--- config.mk ---
export PLATFORM = sky130hd
export DESIGN_NAME = clk_div_ctrl
export DESIGN_NICKNAME = d
export VERILOG_FILES = /design/src/rtl/clk_div_ctrl.sv
export SDC_FILE = /design/constraint.sdc
export NUM_CORES = 1
export LEC_CHECK = 0
export ABC_CLOCK_PERIOD_IN_PS = 5400
export CAP_MARGIN = 25
export CORE_MARGIN = 3
export CORE_UTILIZATION = 35
export CTS_BUF_LIST = sky130_fd_sc_hd__clkbuf_8
export CTS_CLUSTER_DIAMETER = 80
export CTS_CLUSTER_SIZE = 24
export DETAILED_ROUTE_END_ITERATION = 16
export PLACE_DENSITY_LB_ADDON = 0.08
export SLEW_MARGIN = 20
export SYNTH_ARGS = -nofsm -noshare
export SYNTH_HDL_FRONTEND = slang
export SYNTH_SLANG_ARGS = --single-unit
--- constraint.sdc ---
create_clock -name clk -period 5.4 [get_ports clk]
set_input_delay 1.08 -clock clk [delete_from_list [all_inputs] [get_ports clk]]
set_output_delay 1.08 -clock clk [all_outputs]
set_load 0.01 [all_outputs]
--- src/rtl/clk_div_ctrl.sv ---
// clk_div_ctrl: MMCM lock qualification plus NUM_CH glitch-free programmable
// divided clocks (square wave + one-cycle enable).
// Optional macro CLK_DIV_LOCK_FILTER_EN: when defined, locked must stay high
// for LOCK_STABLE cycles before lock_ok; when undefined, lock_ok follows the
// synchronised locked input directly.

// One divider channel: half-period counter, toggle output, deferred reload.
module clk_div_ch #(
  parameter int DIV_W = 8
) (
  input  logic             clk,
  input  logic             rst_n,
  input  logic             run,
  input  logic             lock_ok,
  input  logic             load,
  input  logic [DIV_W-1:0] load_val,
  output logic             out,
  output logic             ce,
  output logic             busy
);
  logic [DIV_W-1:0] cnt_q, cnt_d, act_q, act_d, pend_q, pend_d, hp_m1;
  logic             out_q, out_d, ce_q, ce_d, busy_q, busy_d;
  logic             last, fall;

  // Next-state: counting, toggling, and reload only at period boundaries
  always_comb begin
    hp_m1  = (act_q == '0) ? '0 : act_q - 1'b1;
    last   = (cnt_q == hp_m1);
    cnt_d  = cnt_q;
    out_d  = out_q;
    ce_d   = 1'b0;
    act_d  = act_q;
    pend_d = pend_q;
    busy_d = busy_q;
    fall   = 1'b0;
    if (!lock_ok) begin
      // lock loss kills the output at once; pending reload survives
      cnt_d = '0;
      out_d = 1'b0;
    end else if (run || out_q) begin
      // a disabled channel still finishes its high half-period
      if (last) begin
        cnt_d = '0;
        out_d = !out_q;
        ce_d  = !out_q;
        fall  = out_q;
      end else begin
        cnt_d = cnt_q + 1'b1;
      end
    end else begin
      cnt_d = '0;
    end
    // a strobe always wins, so a load on a toggle edge waits a full period
    if (load) begin
      pend_d = load_val;
      busy_d = 1'b1;
    end else if (busy_q && (fall || (!run && !out_q))) begin
      act_d  = pend_q;
      busy_d = 1'b0;
    end
  end

  // Channel state registers
  always_ff @(posedge clk or negedge rst_n) begin
    if (!rst_n) begin
      cnt_q  <= '0;
      act_q  <= DIV_W'(1);
      pend_q <= DIV_W'(1);
      out_q  <= 1'b0;
      ce_q   <= 1'b0;
      busy_q <= 1'b0;
    end else begin
      cnt_q  <= cnt_d;
      act_q  <= act_d;
      pend_q <= pend_d;
      out_q  <= out_d;
      ce_q   <= ce_d;
      busy_q <= busy_d;
    end
  end

  assign out  = out_q;
  assign ce   = ce_q;
  assign busy = busy_q;
endmodule

module clk_div_ctrl #(
  parameter int NUM_CH      = 4,
  parameter int DIV_W       = 8,
  parameter int LOCK_STABLE = 1024,
  parameter int LOCK_CNT_W  = 16
) (
  input  logic                    clk,
  input  logic                    rst_n,
  input  logic                    locked_in,
  input  logic [NUM_CH*DIV_W-1:0] div_val,
  input  logic [NUM_CH-1:0]       div_load,
  input  logic [NUM_CH-1:0]       ch_en,
  output logic [NUM_CH-1:0]       clk_div_out,
  output logic [NUM_CH-1:0]       clk_div_ce,
  output logic [NUM_CH-1:0]       div_busy,
  output logic                    lock_ok,
  output logic                    rst_out_n,
  output logic [7:0]              lock_lost_cnt
);
`ifdef CLK_DIV_LOCK_FILTER_EN
  typedef enum logic [1:0] {WAIT_LOCK, STABLE_CNT, RUN} state_t;
  localparam logic [LOCK_CNT_W-1:0] STAB_LAST = LOCK_CNT_W'(LOCK_STABLE - 1);
  logic [LOCK_CNT_W-1:0] stab_q, stab_d;
`else
  typedef enum logic [1:0] {WAIT_LOCK, RUN} state_t;
`endif

  state_t     state_q, state_d;
  logic [1:0] sync_q, sync_d;
  logic       locked_s, lock_ok_q, lock_ok_d, rst_out_q;
  logic [7:0] lost_q, lost_d;

  assign locked_s = sync_q[1];

  // Lock FSM next-state; lock_ok is decoded from the next state so it is registered
  always_comb begin
    sync_d  = {sync_q[0], locked_in};
    state_d = state_q;
    lost_d  = lost_q;
`ifdef CLK_DIV_LOCK_FILTER_EN
    stab_d  = stab_q;
`endif
    case (state_q)
      WAIT_LOCK: begin
`ifdef CLK_DIV_LOCK_FILTER_EN
        stab_d = '0;
        if (locked_s) state_d = STABLE_CNT;
`else
        if (locked_s) state_d = RUN;
`endif
      end
`ifdef CLK_DIV_LOCK_FILTER_EN
      STABLE_CNT: begin
        if (!locked_s)                state_d = WAIT_LOCK;
        else if (stab_q == STAB_LAST) state_d = RUN;
        else                          stab_d  = stab_q + 1'b1;
      end
`endif
      RUN: begin
        if (!locked_s) begin
          state_d = WAIT_LOCK;
          if (lost_q != 8'hFF) lost_d = lost_q + 1'b1;
        end
      end
      default: state_d = WAIT_LOCK;
    endcase
    lock_ok_d = (state_d == RUN);
  end

  // Synchroniser, lock FSM and its registered outputs
  always_ff @(posedge clk or negedge rst_n) begin
    if (!rst_n) begin
      sync_q    <= '0;
      state_q   <= WAIT_LOCK;
      lock_ok_q <= 1'b0;
      rst_out_q <= 1'b0;
      lost_q    <= '0;
`ifdef CLK_DIV_LOCK_FILTER_EN
      stab_q    <= '0;
`endif
    end else begin
      sync_q    <= sync_d;
      state_q   <= state_d;
      lock_ok_q <= lock_ok_d;
      rst_out_q <= lock_ok_d;
      lost_q    <= lost_d;
`ifdef CLK_DIV_LOCK_FILTER_EN
      stab_q    <= stab_d;
`endif
    end
  end

  assign lock_ok       = lock_ok_q;
  assign rst_out_n     = rst_out_q;
  assign lock_lost_cnt = lost_q;

  for (genvar i = 0; i < NUM_CH; i++) begin : g_ch
    clk_div_ch #(.DIV_W(DIV_W)) u_ch (
      .clk      (clk),
      .rst_n    (rst_n),
      .run      (ch_en[i] & lock_ok_q),
      .lock_ok  (lock_ok_q),
      .load     (div_load[i]),
      .load_val (div_val[i*DIV_W +: DIV_W]),
      .out      (clk_div_out[i]),
      .ce       (clk_div_ce[i]),
      .busy     (div_busy[i])
    );
  end
endmodule

==> results.yml <==
grt:
  grt_overflow: 0
  grt_pass1_vias: 4546
  largest_net_degree_at_the_start_of_global_routing: 63
  grt_pass1_wl_um: 22400
  grtUsageTotal_pct: 14.0
  grt_antenna_before_repair: 0
drt:
  vias: 4550
  drt_iter0_drc: 368
  drtPass1Iterations: 4
  total_detailed_routing_wirelength_um: 13100
  drt-vias-per-instance: 5.14
  routed_wire_length_per_instance_um: 14.8
  route.detailed.drc: 0
  post_route_antenna_net_violation_count: 0
die:
  die_area_mm2: 0.0199
  site_rows: 48
  fp.dieW_um: 141
  core_region_area_mm2: 0.0175
  initial_core_util_pct: 36.3
  io_pins: 65
  floorplan.die.height_um: 141
sta:
  worst_slew_pin_slew_ns: 0.851
  fin_setup_tns_ns: 0
  setup-violations-final: 0
  number_of_endpoints_with_negative_hold_slack_in_the_final_report: 0
  setup_ws_ns: 2.16
  fmaxAchievable_ghz: 0.309
  final.period_utilization_pct: 60.0
  timing.clock.skew_ns: 0.0141
  max-slew-margin-rel_pct: 43.3
  setup_repair_after_global_routing_missed_its_margin: "no"
  final-max-slew-violation-count: 0
  post-route-min-period_ns: 3.24
job:
  max-cap-violations: 0
finish:
  regArea_mm2: 0.00304
  num_antenna_cells: 0
  utilization_pct: 42.9
  multi_input_area_mm2: 0.00308
  final_nets: 700
  final.fill_count: 1732
  post_route_cells_drive_above_1_share_pct: 18.6
  mostFrequentLayoutCells: "sky130_fd_sc_hd__dfrtp_1, sky130_fd_sc_hd__mux2_2, sky130_fd_sc_hd__clkdlybuf4s50_1"
  layout.cells.most_common: "sky130_fd_sc_hd__dfrtp_1"
  flow.area_growth_from_synthesis_pct: 18.1
cts:
  max-clock-path-buffers: 2
  cts-hold-fix-buffers: 0
  cts_repair_resize_count: 0
  numCtsBuffers: 17
  post_cts_setup_buffer_count: 0
  clk_pin_slew_ns: 0.07
  htree_num_levels: 4
  clock-root-buffer: "sky130_fd_sc_hd__clkbuf_8"
  clock_tree_from_tritoncts: "built"
  cts_sinks: 121
  worstSkewPairLatency_ns: 0.44
placement:
  globalplace.congestion: 0.792
  hpwlAfterDp_um: 9440
  dp_worst_setup_slack_ns: 2.18
  place.port_buffers: 64
setup_path:
  worst_setup_ep_type: "register"
  slowest_stage_delay_on_critical_path_ns: 0.64
  worst-setup-path-type: "reg -> reg"
  critPathSlowestCell: "sky130_fd_sc_hd__o41ai_4"
  crit_chain: "inv_1 -> ha_1 -> or4b_4 -> nor4_2 -> a32o_1 -> o22ai_1 -> nand4b_1 -> o41ai_4 -> mux2_2"
  crit_cells: 9
  crit_path_max_fanout: 8
  startpoint_type: "register"
  cpLargestDelayFamily: "simple AND/OR/NAND/NOR gates"
  buffering_stage_count_on_the_worst_path_with_inverters_included: 1
  cp_arrival_ns: 3.55
  worst_r2r_path_cells: 9
  required_time_at_the_endpoint_of_the_critical_path_ns: 5.72
min_path:
  min_path_cells: 0
  hold_path_class: "reg -> reg"
power_and_ir_drop:
  power_per_cell_area_mw_per_mm2: 329
  max-vdd-ir-drop_mv: 0.190
  cellLeakagePower_nw: 3.04
logic_synthesis:
  yosys_warnings: 0
  ys.flop_type: "sky130_fd_sc_hd__dfrtp_1"
  syn_nets: 645
  ys_seq_elements: 121
  number_of_synthesized_flops_with_an_enable_pin: 0
  postSynthCellCount: 593
  synth.yosys.seq_area_share_pct: 47.7
  share_of_async_settable_or_async_resettable_flops_after_synthesis_pct: 100
  synth.cell_area_mm2: 0.00637
  syn_avg_cell_area_um2: 10.7
  synth_cell_types: 68
outcome:
  outcome: "completed"
kinds of logic after synthesis:
family | after synthesis | synth area share (%)
other cells | 1 | 0.0589
mux | 71 | 12.5
flops | 121 | 47.7
xor+xnor | 56 | 7.70
simple gates | 198 | 16.9
compound gates | 82 | 9.43
buf+inv | 55 | 4.03
fa+ha+maj | 9 | 1.77
per-layer routing:
metal / track usage [%] / share of wire, % / vias up
li1: - / - / 2214
met1: 19.2 / 48 / 2236
met2: 21.6 / 47 / 86
met3: 3.46 / 4.1 / 14
met4: 4.79 / 1.2 / 0
met5: 0 / 0 / -
sequential cells by signal, indices dropped and copies added (netlist names):
signal and count:
g_ch.u_ch.act_q 32, sync_q 2, g_ch.u_ch.cnt_q 32, g_ch.u_ch.ce 4, g_ch.u_ch.out 4, g_ch.u_ch.pend_q 32, g_ch.u_ch.busy 4, lock_lost_cnt 8
rst_out_n 1, state_q 2
synthesized netlist by cell type, types with 4 or more instances:
| master | instances | area (um2) |
|---|---|---|
| sky130_fd_sc_hd__o31ai_1 | 6 | 45.0 |
| sky130_fd_sc_hd__mux2_2 | 64 | 721 |
| sky130_fd_sc_hd__nor2b_1 | 9 | 56.3 |
| sky130_fd_sc_hd__xor2_1 | 27 | 236 |
| sky130_fd_sc_hd__nor3b_1 | 7 | 52.6 |
| sky130_fd_sc_hd__nand4_1 | 5 | 31.3 |
| sky130_fd_sc_hd__or2_2 | 5 | 31.3 |
| sky130_fd_sc_hd__o22ai_1 | 5 | 31.3 |
| sky130_fd_sc_hd__a211oi_1 | 4 | 30.0 |
| sky130_fd_sc_hd__a21o_1 | 4 | 30.0 |
| sky130_fd_sc_hd__a22oi_1 | 4 | 30.0 |
| sky130_fd_sc_hd__nand2b_1 | 6 | 37.5 |
| sky130_fd_sc_hd__clkbuf_1 | 15 | 56.3 |
| sky130_fd_sc_hd__nor2_1 | 56 | 210 |
| sky130_fd_sc_hd__o21ai_0 | 13 | 65.1 |
| sky130_fd_sc_hd__buf_4 | 13 | 97.6 |
| sky130_fd_sc_hd__mux2i_1 | 5 | 50.1 |
| sky130_fd_sc_hd__or4_1 | 4 | 30.0 |
| sky130_fd_sc_hd__inv_1 | 25 | 93.8 |
| sky130_fd_sc_hd__dfrtp_1 | 113 | 2830 |
| sky130_fd_sc_hd__dfstp_2 | 8 | 210 |
| sky130_fd_sc_hd__nand2_1 | 19 | 71.3 |
| sky130_fd_sc_hd__and3_1 | 12 | 75.1 |
| sky130_fd_sc_hd__ha_1 | 9 | 113 |
| sky130_fd_sc_hd__a211o_1 | 4 | 35.0 |
| sky130_fd_sc_hd__or3_1 | 7 | 43.8 |
| sky130_fd_sc_hd__a21oi_1 | 13 | 65.1 |
| sky130_fd_sc_hd__nor3_1 | 16 | 80.1 |
| sky130_fd_sc_hd__nand3_1 | 30 | 150 |
| sky130_fd_sc_hd__xnor2_1 | 29 | 254 |
through the flow:
stage	std cells	power, mW	hold WS [ns]	instance area (um2)
4_1_cts	886	2.51	0.354	7520
3_3_place_gp	854	1.69	0.336	7140
2_1_floorplan	593	1.53	0.331	6370
5_1_grt	886	2.64	0.362	7520
6_report	886	2.47	0.350	7520
3_5_place_dp	854	1.71	0.337	7140
path summary, 6_finish.rpt:
path | slack (ns) | endpoint | startpoint
worst max-delay path | 2.16 | g_ch[0].u_ch.act_q[6]$_DFFE_PN0P_ | g_ch[0].u_ch.act_q[0]$_DFFE_PN1P_
worst min-delay path | 0.35 | sync_q[1]$_DFF_PN0_ | sync_q[0]$_DFF_PN0_
worst max register to register | 2.16 | g_ch[0].u_ch.act_q[6]$_DFFE_PN0P_ | g_ch[0].u_ch.act_q[0]$_DFFE_PN1P_
worst min register to register | 0.35 | sync_q[1]$_DFF_PN0_ | sync_q[0]$_DFF_PN0_
max in group asynchronous | 3.71 | g_ch[0].u_ch.pend_q[0]$_DFFE_PN1P_ | rst_n
min in group asynchronous | 0.74 | g_ch[2].u_ch.pend_q[7]$_DFFE_PN0P_ | rst_n
area by class of cell:
class,count,area share (%)
clock buffers,19,3.48
inverters,25,1.25
multi-input cells,417,40.9
well taps,225,3.74
repair buffers,66,8.68
clock inverters,13,1.61
flip-flops and latches,121,40.4
power by group:
part	total [mW]	internal (mW)	switching (mW)	leakage, nW
clock	0.781	0.390	0.391	0.181
sequential	1.14	1.01	0.133	1.51
combinational	0.548	0.293	0.255	1.35
total	2.47	1.69	0.780	3.04
No activity file was read; power rests on OpenSTA's default activity.
